## src/rtl/data_check.sv

```systemverilog
// Checks a 512-bit AXI-Stream of replicated, incrementing 16-bit words and TLAST placement.
// Optional upstream-hold exercise: define DATA_CHECK_BACKPRESSURE_EN for LFSR-driven TREADY.
module data_check #(
  parameter int          PACKET_BEATS  = 4,
  parameter logic [15:0] FIRST_VALUE   = 16'h0001,
  parameter bit          STOP_ON_ERROR = 1'b0
) (
  input  logic         clk,
  input  logic         resetn,
  input  logic [511:0] AXIS_TDATA,
  input  logic         AXIS_TVALID,
  input  logic         AXIS_TLAST,
  output logic         AXIS_TREADY,
  input  logic         clear,
  output logic [31:0]  beat_count,
  output logic [31:0]  packet_count,
  output logic [15:0]  data_errors,
  output logic [15:0]  last_errors,
  output logic         error
);

  typedef enum logic [1:0] {
    S_IDLE  = 2'd0,
    S_RUN   = 2'd1,
    S_FAULT = 2'd2
  } state_t;

  state_t      r_state;
  state_t      w_state_nxt;
  logic        r_tready;
  logic        w_tready_nxt;
  logic [15:0] r_expected;
  logic [7:0]  r_pos;
  logic [31:0] r_beat_count;
  logic [31:0] r_packet_count;
  logic [15:0] r_data_errors;
  logic [15:0] r_last_errors;
  logic        r_error;

  logic        w_accept;
  logic [15:0] w_lane0;
  logic        w_lane_mis;
  logic        w_data_err;
  logic        w_pos_end;
  logic        w_last_err;
  logic        w_any_err;

  function automatic logic [31:0] sat_inc32(input logic [31:0] v);
    return (v == 32'hFFFF_FFFF) ? v : v + 32'd1;
  endfunction

  function automatic logic [15:0] sat_inc16(input logic [15:0] v);
    return (v == 16'hFFFF) ? v : v + 16'd1;
  endfunction

  assign w_accept  = AXIS_TVALID & r_tready;
  assign w_lane0   = AXIS_TDATA[15:0];
  assign w_pos_end = (r_pos == 8'(PACKET_BEATS));

  always_comb begin
    w_lane_mis = 1'b0;
    for (int i = 1; i < 32; i++) begin
      if (AXIS_TDATA[16*i +: 16] != w_lane0) w_lane_mis = 1'b1;
    end
  end

  assign w_data_err = w_lane_mis | (w_lane0 != r_expected);
  assign w_last_err = (AXIS_TLAST != w_pos_end);
  assign w_any_err  = w_data_err | w_last_err;

  always_comb begin
    w_state_nxt = r_state;
    unique case (r_state)
      S_IDLE:  w_state_nxt = S_RUN;
      S_RUN: begin
        // A beat accepted while clear is high records no error, so it cannot fault.
        if (STOP_ON_ERROR && w_accept && w_any_err && !clear) w_state_nxt = S_FAULT;
      end
      S_FAULT: if (clear) w_state_nxt = S_RUN;
      default: w_state_nxt = S_IDLE;
    endcase
  end

`ifdef DATA_CHECK_BACKPRESSURE_EN
  logic [15:0] r_lfsr;
  logic        w_lfsr_fb;

  assign w_lfsr_fb = r_lfsr[15] ^ r_lfsr[13] ^ r_lfsr[12] ^ r_lfsr[10];

  always_ff @(posedge clk or negedge resetn) begin
    if (!resetn) r_lfsr <= 16'hACE1;
    else         r_lfsr <= {r_lfsr[14:0], w_lfsr_fb};
  end

  assign w_tready_nxt = (w_state_nxt == S_RUN) & (r_lfsr[0] | r_lfsr[1]);
`else
  assign w_tready_nxt = (w_state_nxt == S_RUN);
`endif

  always_ff @(posedge clk or negedge resetn) begin
    if (!resetn) begin
      r_state  <= S_IDLE;
      r_tready <= 1'b0;
    end else begin
      r_state  <= w_state_nxt;
      r_tready <= w_tready_nxt;
    end
  end

  // Tracking resyncs to the received data so a single bad beat costs one error.
  always_ff @(posedge clk or negedge resetn) begin
    if (!resetn) begin
      r_expected <= FIRST_VALUE;
      r_pos      <= 8'd1;
    end else if (w_accept) begin
      r_expected <= w_lane0 + 16'd1;
      r_pos      <= (AXIS_TLAST || w_pos_end) ? 8'd1 : r_pos + 8'd1;
    end
  end

  always_ff @(posedge clk or negedge resetn) begin
    if (!resetn) begin
      r_beat_count   <= '0;
      r_packet_count <= '0;
      r_data_errors  <= '0;
      r_last_errors  <= '0;
      r_error        <= 1'b0;
    end else if (clear) begin
      r_beat_count   <= '0;
      r_packet_count <= '0;
      r_data_errors  <= '0;
      r_last_errors  <= '0;
      r_error        <= 1'b0;
    end else if (w_accept) begin
      r_beat_count <= sat_inc32(r_beat_count);
      if (AXIS_TLAST) r_packet_count <= sat_inc32(r_packet_count);
      if (w_data_err) r_data_errors  <= sat_inc16(r_data_errors);
      if (w_last_err) r_last_errors  <= sat_inc16(r_last_errors);
      if (w_any_err)  r_error        <= 1'b1;
    end
  end

  assign AXIS_TREADY  = r_tready;
  assign beat_count   = r_beat_count;
  assign packet_count = r_packet_count;
  assign data_errors  = r_data_errors;
  assign last_errors  = r_last_errors;
  assign error        = r_error;

endmodule

```

## config.mk

```make
export PLATFORM = sky130hd
export DESIGN_NAME = data_check
export DESIGN_NICKNAME = d
export VERILOG_FILES = /design/src/rtl/data_check.sv
export SDC_FILE = /design/constraint.sdc
export NUM_CORES = 1
export LEC_CHECK = 0
export CORE_AREA = 5 5 233 235
export CTS_BUF_LIST = sky130_fd_sc_hd__clkbuf_4
export CTS_CLUSTER_DIAMETER = 60
export DETAILED_ROUTE_END_ITERATION = 7
export DIE_AREA = 0 0 238 240
export GPL_ROUTABILITY_DRIVEN = 0
export HOLD_SLACK_MARGIN = 0.15
export PLACE_DENSITY = 0.55
export SYNTH_ARGS = -nofsm -noshare
export SYNTH_HDL_FRONTEND = slang
export SYNTH_SLANG_ARGS = --single-unit
```

## constraint.sdc

```tcl
create_clock -name clk -period 4.9 [get_ports clk]
set_input_delay 0.98 -clock clk [delete_from_list [all_inputs] [get_ports clk]]
set_output_delay 0.98 -clock clk [all_outputs]
set_load 0.02 [all_outputs]
```

# Word level (Yosys, flattened, before mapping)

Cells that the tools add are included.

Add/sub/neg operators: 6
Equal/unequal tests: 45
Muxes and demuxes: 52
Bitwise operators: 3
Reductions and logical operators: 12

Operator list:

| cell                                          | number |
|---|---|
| != test 16 bit                                | 32 |
| 2-to-1 mux 32 bit                             | 7 |
| 2-to-1 mux 16 bit                             | 8 |
| adder 32 x 1 -> 32 bit, second input constant | 2 |
| == test 32 bit, second input constant         | 2 |
| adder 16 x 1 -> 16 bit, second input constant | 3 |
| 2-to-1 mux 1 bit                              | 34 |
| == test 16 bit, second input constant         | 2 |
| nonzero test 2 bit                            | 5 |
| AND reduction 3 bit                           | 3 |
| adder 8 x 1 -> 8 bit, second input constant   | 1 |
| == test 8 x 3 -> 1 bit, second input constant | 1 |
| 2-to-1 mux 8 bit                              | 1 |
| != test 2 bit, second input constant          | 4 |
| case mux 2 bit (3 select lines)               | 1 |
| == test 2 x 1 -> 1 bit, second input constant | 2 |
| AND reduction 2 bit                           | 2 |
| == test 2 bit, second input constant          | 1 |
| logical NOT 2 bit                             | 1 |
| 2-to-1 mux 2 bit                              | 1 |
| bitwise OR 1 bit                              | 2 |
| AND 1 bit                                     | 1 |
| logical OR 1 bit                              | 1 |
| != test 1 bit                                 | 1 |

Flip-flop bits (word level): 124
Input port bits: 517
Output and inout bits: 98
Word-level logic and storage cells: 127

# Longest topological paths before layout

Word-level depth: 37
Gate-level depth with buffers: 13
Mapped depth without buffers: 12

# Least setup slack after synthesis

Ideal clock, no wire load.

Kind: input-to-reg
Start point: input AXIS_TDATA[0]
End point: register r_data_errors[11], in the netlist data_errors[11]
Library setup time: 0.128 ns
Arrival: 3.276 ns
Required time: 4.772 ns
Setup slack: 1.497 ns
Stages: 9
Path buffers: 2
Cell sequence: clkbuf_1 or4_1 a221o_1 nor4_1 nand3_1 nor4_4 buf_6 nor4_1 mux2_1

Longest elaborated chain between the ends: 35
Elaborated cells on any way between the ends: 66
Those cells by class: eq/ne (32); mux (31); bitwise (1); reduce/logical (2)

RTL lines:

| what                                   | RTL line | RTL |
|---|---|---|
| from (decl)                            | 10       | `input logic [511:0] AXIS_TDATA,` |
| != test 16 bit                         | 63       | `if (AXIS_TDATA[16*i +: 16] != w_lane0) w_lane_mis = 1'b1;` |
| 2-to-1 mux 1 bit (31 in series)        | 63       |  |
| bitwise OR 1 bit *                     | 67       | `assign w_data_err = w_lane_mis \| (w_lane0 != r_expected);` |
| nonzero test 2 bit (no source line) *  | -        |  |
| AND reduction 3 bit (no source line) * | -        |  |
| to (signal assigned)                   | 137      | `if (w_data_err) r_data_errors <= sat_inc16(r_data_errors);` |
| to (decl)                              | 36       | `logic [15:0] r_data_errors;` |

Mark *: on every way between the ends. The rest lies on a longest branch, timed or not.
A chain may end at the register's enable or synchronous reset.

# Final worst setup path

Start point: input AXIS_TDATA[14]
End point: register r_data_errors[12], in the netlist data_errors[12]

Same word-level chain as after synthesis.

==> results.json <==
{
  "p_sw_mw": 0.875,
  "path_clk_slew_ns": 0.12,
  "final_cell_mix": "clkdlybuf4s50_1, dfrtp_1, nor2_1",
  "crit_buf_inv": 3,
  "clock_skew_ns": 0.0474,
  "synth-simple-area-share_pct": 40.4,
  "clk_latency_ns": 0.60,
  "post_cts_buffers": 0,
  "synthFlopType": "dfrtp_1",
  "yosys.area_share.adder_pct": 0.998,
  "required_ns": 5.34,
  "grt_overflow": 0,
  "finalCritPeriodShare_pct": 81.0,
  "syn_area_per_cell_sq_um": 7.86,
  "syn-instance-count": 1277,
  "rsz0062_at_grt": "false",
  "dp_hpwl_mm": 57.3,
  "slowest_delay_ns": 0.74,
  "synthesis.nets": 1802,
  "top_layer_used": "met5",
  "clock-sinks": 124,
  "synth_seq_cells": 124,
  "start_kind": "input port",
  "critPathSlowestCell": "clkdlybuf4s50_1",
  "synth_edf_count": 0,
  "fin_total_pwr_mw": 2.80,
  "arrival_ns": 4.41,
  "drc": 0,
  "ios": 615,
  "muxShareOfSynthArea_pct": 3.90,
  "first_pass_iters": 5,
  "grt_pass1_wl_mm": 93.3,
  "grt_usage_pct": 22.4,
  "ys_seq_area_share_pct": 31.0,
  "fp.dieW_um": 238,
  "seq_power_share_pct": 39.2,
  "final_common_cell": "clkdlybuf4s50_1",
  "power.density_nw_per_um2": 161,
  "avgViaCountPerCell": 4.98,
  "yosysWarnings": 0,
  "hold_class": "reg -> reg",
  "die_h_um": 240,
  "htree_levels": 4,
  "ys_types": 53,
  "initial_core_util_pct": 19.3,
  "portBuffers": 614,
  "setup_tns_ns": 0,
  "drive_gt1_share_pct": 3.91,
  "wl_mm": 68.1,
  "grt_pass1_vias": 13224,
  "finalMaxSlewViolations": 0,
  "end_kind": "flip-flop",
  "cts_root_buf": "clkbuf_4",
  "dieArea_sq_um": 57100,
  "wl_per_cell_um": 26.0,
  "p_int_mw": 1.93,
  "ys_async_sr_fraction_pct": 100,
  "grt_max_degree": 68,
  "cts_hold_buf": 0,
  "vias": 13067,
  "cap_viol_max_count": 0,
  "period_minus_slack_ns": 3.97,
  "final_hold_viol_count": 0,
  "synthXorXnorAreaFrac_pct": 11.3,
  "core_area_sq_um": 52000,
  "synth_compound_area_share_pct": 9.12,
  "cpMostUsedCell": "nor4_1",
  "post_cts_resized": 0,
  "status": "finished, final reports clean",
  "num_rows": 84,
  "wl_met3_mm": 6.93,
  "slew_headroom_pct": 38.9,
  "pwr-share-comb_pct": 31.3,
  "pwr-share-clk_pct": 29.5,
  "swShare_pct": 31.2,
  "syn_area_sq_um": 10000,
  "max_freq_mhz": 252,
  "crit_fanout": 22,
  "path_class": "in -> reg",
  "ir_drop_uv": 161,
  "syn_to_final_growth_pct": 73.8,
  "holdWs_ns": 0.459,
  "ant_nets": 0,
  "nets": 2407,
  "numCtsBuffers": 17,
  "tritoncts": "built",
  "crit_chain": "clkdlybuf4s50_1 -> or4_1 -> a222oi_1 -> nand3_1 -> nor4_1 -> buf_4 -> nand4_1 -> nor4_4 -> buf_12 -> nor4_1 -> mux2_1",
  "crit_family": "simple AND/OR/NAND/NOR gates",
  "met1_length_mm": 24.7,
  "antenna_found_initial": 58,
  "synth_top_family_by_area": "simple AND/OR/NAND/NOR gates",
  "route.met2.wl_mm": 32.8,
  "clk_path_buf_depth": 2,
  "tightest_slew_ns": 0.909,
  "drt_iter0_drc": 818,
  "power.static_leakage_nw": 6.41,
  "setup_violations": 0
}
flip-flops by register name (all words and copies together), names as in the netlist:
signal        cells
r_expected       16
packet_count     32
r_pos             8
data_errors      16
r_state           2
last_errors      16
error             1
beat_count       32
AXIS_TREADY       1
path summary, 6_finish.rpt:
kind / from / end / slack, ns / depth (start not counted)
worst max-delay path: AXIS_TDATA[14] / data_errors[12]$_DFFE_PN0P_ / 0.93 / 11
worst min-delay path: r_state[0]$_DFF_PN0_ / r_state[1]$_DFF_PN0_ / 0.46 / 1
worst max register to register: beat_count[7]$_DFFE_PN0P_ / beat_count[20]$_DFFE_PN0P_ / 1.78 / 8
worst min register to register: r_state[0]$_DFF_PN0_ / r_state[1]$_DFF_PN0_ / 0.46 / 1
max in group asynchronous: resetn / r_expected[0]$_DFFE_PN1P_ / 3.44 / 2
min in group asynchronous: resetn / packet_count[5]$_DFFE_PN0P_ / 0.53 / 1
metrics by stage:
stage	util (%)	cell area [sq um]	instances	worst slack, ns
finish	33.5	17400	2622	0.929
global route	33.5	17400	2613	0.786
CTS	33.3	17300	2583	0.960
detailed placement	32.8	17000	2551	0.325
global placement	32.8	17000	2551	0.368
floorplan	-	10000	1277	1.50
layer usage:
layer / track usage [%] / vias up
li1: - / 6088
met1: 24.4 / 6165
met2: 37.8 / 636
met3: 8.47 / 156
met4: 12.0 / 22
met5: 0 / -
cells in the mapped netlist (3+ instances only):
cell type	number	area, sq um
a2111oi_0	3	26.3
a21oi_1	23	115
a22oi_1	6	45.0
a31oi_1	18	113
and2_1	10	62.6
and3_1	77	482
and4_1	17	149
buf_2	17	85.1
buf_6	3	33.8
clkbuf_1	41	154
dfrtp_1	122	3050
ha_1	8	100
inv_1	14	52.6
mux2_1	9	101
mux2i_1	29	290
nand2_1	102	383
nand3_1	77	385
nand4_1	91	569
nor2_1	117	439
nor2b_1	12	75.1
nor3_1	109	546
nor4_1	52	325
o2111ai_1	4	35.0
o21ai_0	37	185
o22ai_1	31	194
o31ai_1	7	52.6
or3_1	33	206
or4_1	49	368
xnor2_1	42	368
xor2_1	87	762
final cells by class:
class | count | area [sq um]
timing repair buffer | 649 | 6430
clock buffer | 20 | 150
fill | 5497 | 34600
multi-input combinational | 1075 | 6590
sequential | 124 | 3110
antenna | 39 | 97.6
clock inverter | 12 | 145
tap | 688 | 861
inverter | 15 | 56.3
logic make-up after synthesis:
kind of cell / after synthesis
AND/OR/NAND/NOR: 753
AO/OA/AOI/OAI: 147
XOR/XNOR: 129
flip-flops: 124
buffers and inverters: 78
multiplexers: 38
adder cells (fa/ha/maj): 8
power by group through the flow:
| stage | Sequential [mW] | Clock [mW] | Combinational (mW) |
|---|---|---|---|
| global placement | 1.12 | 0 | 0.861 |
| finish | 1.10 | 0.826 | 0.878 |
| floorplan | 1.11 | 0 | 0.237 |
| global route | 1.10 | 0.908 | 0.937 |
| CTS | 1.10 | 0.869 | 0.877 |
| detailed placement | 1.12 | 0 | 0.870 |
worst register-to-register path: cells and delay by family, from the launching register on:
kind | cells | cell delay [ns]
DFF | 1 | 0.49
xor gates and xnor gates | 1 | 0.16
and+or+nand+nor | 7 | 2.34
No activity file was read; power rests on OpenSTA's default activity.
